--- src/rtl/fifo_wr_arbiter.sv ---
// Round-robin, burst-locking arbiter that shares one FIFO write port among NREQ producers.
// A grant is held until the grantee's last beat is accepted or MAX_BURST beats have been written.
module fifo_wr_arbiter #(
  parameter int unsigned NREQ      = 4,
  parameter int unsigned DSIZE     = 32,
  parameter int unsigned MAX_BURST = 16,
  localparam int unsigned GW       = (NREQ > 1) ? $clog2(NREQ) : 1
) (
  input  logic                  clk,
  input  logic                  rst,
  input  logic [NREQ*DSIZE-1:0] req_data,
  input  logic [NREQ-1:0]       req_valid,
  input  logic [NREQ-1:0]       req_last,
  output logic [NREQ-1:0]       req_ready,
  output logic [DSIZE-1:0]      fifo_wr_data,
  output logic                  fifo_wr_valid,
  input  logic                  fifo_wr_ready,
  output logic                  busy,
  output logic [GW-1:0]         grant_id
);

  typedef enum logic {StIdle, StBusy} state_e;

  state_e        state_q, state_d;
  logic [GW-1:0] grant_q, grant_d;
  logic [GW-1:0] last_q, last_d;
  logic [7:0]    cnt_q, cnt_d;

  logic [GW-1:0] pick;
  logic          found;
  logic [GW:0]   scan;
  logic          accept;
  logic          release_burst;

  // Scan last_grant+1, last_grant+2, ... modulo NREQ; the first valid requester wins.
  always_comb begin
    pick  = last_q;
    found = 1'b0;
    scan  = '0;
    for (int unsigned k = 1; k <= NREQ; k++) begin
      scan = {1'b0, last_q} + (GW+1)'(k);
      if (scan >= (GW+1)'(NREQ)) begin
        scan = scan - (GW+1)'(NREQ);
      end
      if (!found && req_valid[scan[GW-1:0]]) begin
        found = 1'b1;
        pick  = scan[GW-1:0];
      end
    end
  end

  always_comb begin
    fifo_wr_data = req_data[DSIZE-1:0];
    for (int unsigned i = 0; i < NREQ; i++) begin
      if (grant_q == GW'(i)) begin
        fifo_wr_data = req_data[i*DSIZE +: DSIZE];
      end
    end
  end

  assign busy     = (state_q == StBusy);
  assign grant_id = grant_q;

  // Handshake is suppressed during reset so an aborted burst accepts no further beat.
  assign fifo_wr_valid = busy && !rst && req_valid[grant_q];

  always_comb begin
    req_ready = '0;
    if (busy && !rst) begin
      req_ready[grant_q] = fifo_wr_ready;
    end
  end

  assign accept        = fifo_wr_valid && fifo_wr_ready;
  assign release_burst = accept && (req_last[grant_q] || (cnt_q == 8'(MAX_BURST - 1)));

  always_comb begin
    state_d = state_q;
    grant_d = grant_q;
    last_d  = last_q;
    cnt_d   = cnt_q;
    unique case (state_q)
      StIdle: begin
        if (found) begin
          grant_d = pick;
          cnt_d   = '0;
          state_d = StBusy;
        end
      end
      StBusy: begin
        if (release_burst) begin
          last_d  = grant_q;
          cnt_d   = '0;
          state_d = StIdle;
        end else if (accept) begin
          cnt_d = cnt_q + 8'd1;
        end
      end
      default: state_d = StIdle;
    endcase
  end

  always_ff @(posedge clk) begin
    if (rst) begin
      state_q <= StIdle;
      grant_q <= '0;
      last_q  <= GW'(NREQ - 1);
      cnt_q   <= '0;
    end else begin
      state_q <= state_d;
      grant_q <= grant_d;
      last_q  <= last_d;
      cnt_q   <= cnt_d;
    end
  end

endmodule

--- config.mk ---
export PLATFORM = sky130hd
export DESIGN_NAME = fifo_wr_arbiter
export DESIGN_NICKNAME = d
export VERILOG_FILES = /design/src/rtl/fifo_wr_arbiter.sv
export SDC_FILE = /design/constraint.sdc
export NUM_CORES = 1
export LEC_CHECK = 0
export ABC_CLOCK_PERIOD_IN_PS = 1900
export CAP_MARGIN = 10
export CORE_MARGIN = 2
export CORE_UTILIZATION = 25
export DETAILED_ROUTE_END_ITERATION = 16
export HOLD_SLACK_MARGIN = 0.15
export PLACE_DENSITY = 0.75
export SLEW_MARGIN = 20
export SYNTH_ARGS = -nofsm -noshare
export SYNTH_HDL_FRONTEND = slang
export SYNTH_SLANG_ARGS = --single-unit
--- constraint.sdc ---
create_clock -name clk -period 1.9 [get_ports clk]
set_clock_uncertainty 0.15 [all_clocks]
set_input_delay 0.38 -clock clk [delete_from_list [all_inputs] [get_ports clk]]
set_output_delay 0.38 -clock clk [all_outputs]
set_load 0.05 [all_outputs]
==> impl_metrics.toml <==
[run_status]
outcome = "complete, but fails checks"
violations = "setup timing"

[cells_and_area]
ff_latch_area_um2 = 269.0
final_util_pct = 66.24
fin_cells = 425
final.fill_count = 468
syn_to_final_growth_pct = 152.6
multi_input_area_mm2 = 0.001310
num_antenna_cells = 0
num-nets-final = 491
final_area_mm2 = 0.003991
drive_gt1_share_pct = 38.00

[synth]
yosysWarnings = 0
synth.top_cells.by_area = "mux4_2, dfxtp_1, mux4_1"
synth_most_common_cell = "mux4_2"
synth-seq-area-share_pct = 16.47
synth_edf_count = 0
synth_compound_area_share_pct = 15.04
netlist.area_leader.share_pct = 44.18
syn-num-nets = 281
synth.distinct_cells = 32
synthMuxAreaShare_pct = 49.17
synth-xor-area-share_pct = 0
postSynthCellCount = 141
synth_area_leader_cell = "mux4_2"
netlist_top_cells_count = "mux4_2, dfxtp_1, a21oi_1, nand2_1, o21ai_0"
ys_ff_latch = 13
post_synth.cell_area_avg_um2 = 11.21
synth_top_family_by_area = "multiplexers"
synth-adder-area-share_pct = 0.7918
synth_top_flop_cell = "dfxtp_1"
synth_area_mm2 = 0.001580
async_flop_share_pct = 0
synthSimpleGateAreaFrac_pct = 14.09

[detailed_routing]
postRouteWirelength_um = 8328
ant_nets = 0
num_vias = 2252
drt-pass1-iter-count = 4
route.detailed.drc = 0
wl_per_cell_um = 19.60
vias_per_cell = 5.299
drtIter0Drc = 45

[critical_path]
critical_path_class = "register to primary output"
arrival_ns = 1.62
start_kind = "register"
path_max_fanout = 6
cp.required_ns = 1.37
end_kind = "primary output"

[timing]
slew_headroom_pct = 73.06
drv_slew = 0
worst_pin_slew_ns = 0.3939
min_period_ns = 2.149
fin_crit_sh_pct = 113.1
worst_slack_ns = -0.2488
finalSetupViolations = 46
rsz0062_at_grt = "true"
max_freq_ghz = 0.4654
hold_violations = 0
setup_tns_ns = -7.803

[grt]
grtUsageTotal_pct = 22.79
grt_pass1_wl_um = 12490
grt_max_degree = 13
grt_pass1_vias = 2307
grt-ovfl-total = 0
antenna_found_initial = 0

[cts]
cts_tree = "yes"
clock_sinks = 13
cts_buffer_depth = 2
htreeDepth = 1
clockRootBuffer = "clkbuf_8"
ctsHoldBuffers = 0
clk_latency_ns = 0.25
clkTransAtPathRegs_ns = 0.06
numCtsBuffers = 3

[run]
cap_violations = 0

[power_and_ir_drop]
leakage_nw = 1.506
irDropWorstVdd_mv = 0.3579
cellPowerDensity_mw_per_mm2 = 478.9

[placement]
dpl_cell_area_mm2 = 0.003633
portBuffers = 178
placedCellCount = 410
dpl.hpwl_um = 6806
place.gp.congestion = 0.8509
pre_cts_ws_ns = -0.4631

[die]
fp.dieH_um = 83.51
io_pins = 179
die_area_mm2 = 0.006973
row_count = 28
die_x_um = 83.51
initial_utilization_pct = 26.23
core-area_mm2 = 0.006026

[worst_hold_path]
hold_path_class = "register to register"
-- cell families after synthesis --
logic type      Yosys count
compound gates           35
simple gates             42
mux                      34
flops                    13
buf+inv                  16
fa+ha+maj                 1
-- flip-flops by register name, indices dropped and copies added, names as in the netlist --
| name | cells |
|---|---|
| cnt_q | 8 |
| grant_id | 2 |
| last_q | 2 |
| busy | 1 |
-- metal layers --
| metal | up-vias | share of wire [%] | track usage [%] |
|---|---|---|---|
| met5 | - | 0 | 0 |
| met3 | 31 | 6.6 | 5.638 |
| li1 | 1021 | - | - |
| met1 | 1093 | 36 | 25.43 |
| met2 | 107 | 53 | 41.13 |
| met4 | 0 | 4.5 | 9.677 |
-- through the flow --
| stage | power [mW] | hold slack, ns |
|---|---|---|
| 3_3_place_gp | 1.490 | 0.3266 |
| 4_1_cts | 1.880 | 0.3393 |
| 5_1_grt | 1.985 | 0.3777 |
| 6_report | 1.912 | 0.3403 |
| 2_1_floorplan | 0.9474 | 0.2930 |
| 3_5_place_dp | 1.501 | 0.3307 |
-- repair_timing --
item / 4_1_cts / 5_1_grt
endpoints found under the hold margin: 0 / 0
endpoints found under the setup margin: 48 / 47
setup buffers: 7 / 7
resized for setup: 59 / 17
pin swaps: 2 / 14
-- cell type report --
cell class                 instances  share of cell area (%)
clock buffer                       3                   1.034
clock inverter                     1                  0.1254
inverter                           5                  0.5643
multi-input combinational        112                   32.82
sequential                        13                   6.740
tap                               75                   2.351
timing repair buffer             216                   56.36
-- cell usage in the layout (no fill, tap or decap), types with 2 or more instances in the layout --
master	instances
clkdlybuf4s50_1	129
mux4_2	34
buf_6	34
buf_4	30
dfxtp_1	10
buf_12	10
a21oi_1	9
nand2_1	8
o21ai_0	8
dlygate4sd2_1	6
a32oi_1	5
nor2_1	5
inv_1	4
nand3_1	4
buf_8	4
nand2b_1	3
a211o_1	3
nor3_1	3
o2111ai_1	3
clkbuf_8	3
dlymetal6s2s_1	3
nor2_4	2
nor3b_4	2
or4_1	2
nor3b_1	2
a31oi_1	2
nand3_2	2
dfxtp_4	2
-- final timing paths --
check	start	to	slack (ns)	cells after the start
setup / recovery	grant_id[0]	fifo_wr_valid	-0.25	4
hold / removal	cnt_q[0]	cnt_q[0]	0.34	2
setup reg to reg	grant_id[0]	cnt_q[2]	-0.20	5
hold reg to reg	cnt_q[0]	cnt_q[0]	0.34	2
-- worst max-delay path, stage by stage (launching register included) --
cell and delay (ns):
dfxtp_4 0.40, buf_12 0.12, mux4_2 0.51, and3_4 0.19, buf_8 0.14
-- where the power goes --
| group | total [mW] | switching [mW] | leakage [nW] | internal [mW] |
|---|---|---|---|---|
| Combinational | 1.36 | 0.639 | 1.37 | 0.723 |
| Clock | 0.256 | 0.111 | 0.0255 | 0.145 |
| Sequential | 0.293 | 0.0135 | 0.107 | 0.280 |
| Total | 1.91 | 0.764 | 1.51 | 1.15 |
(Power assumes the default switching activity.)
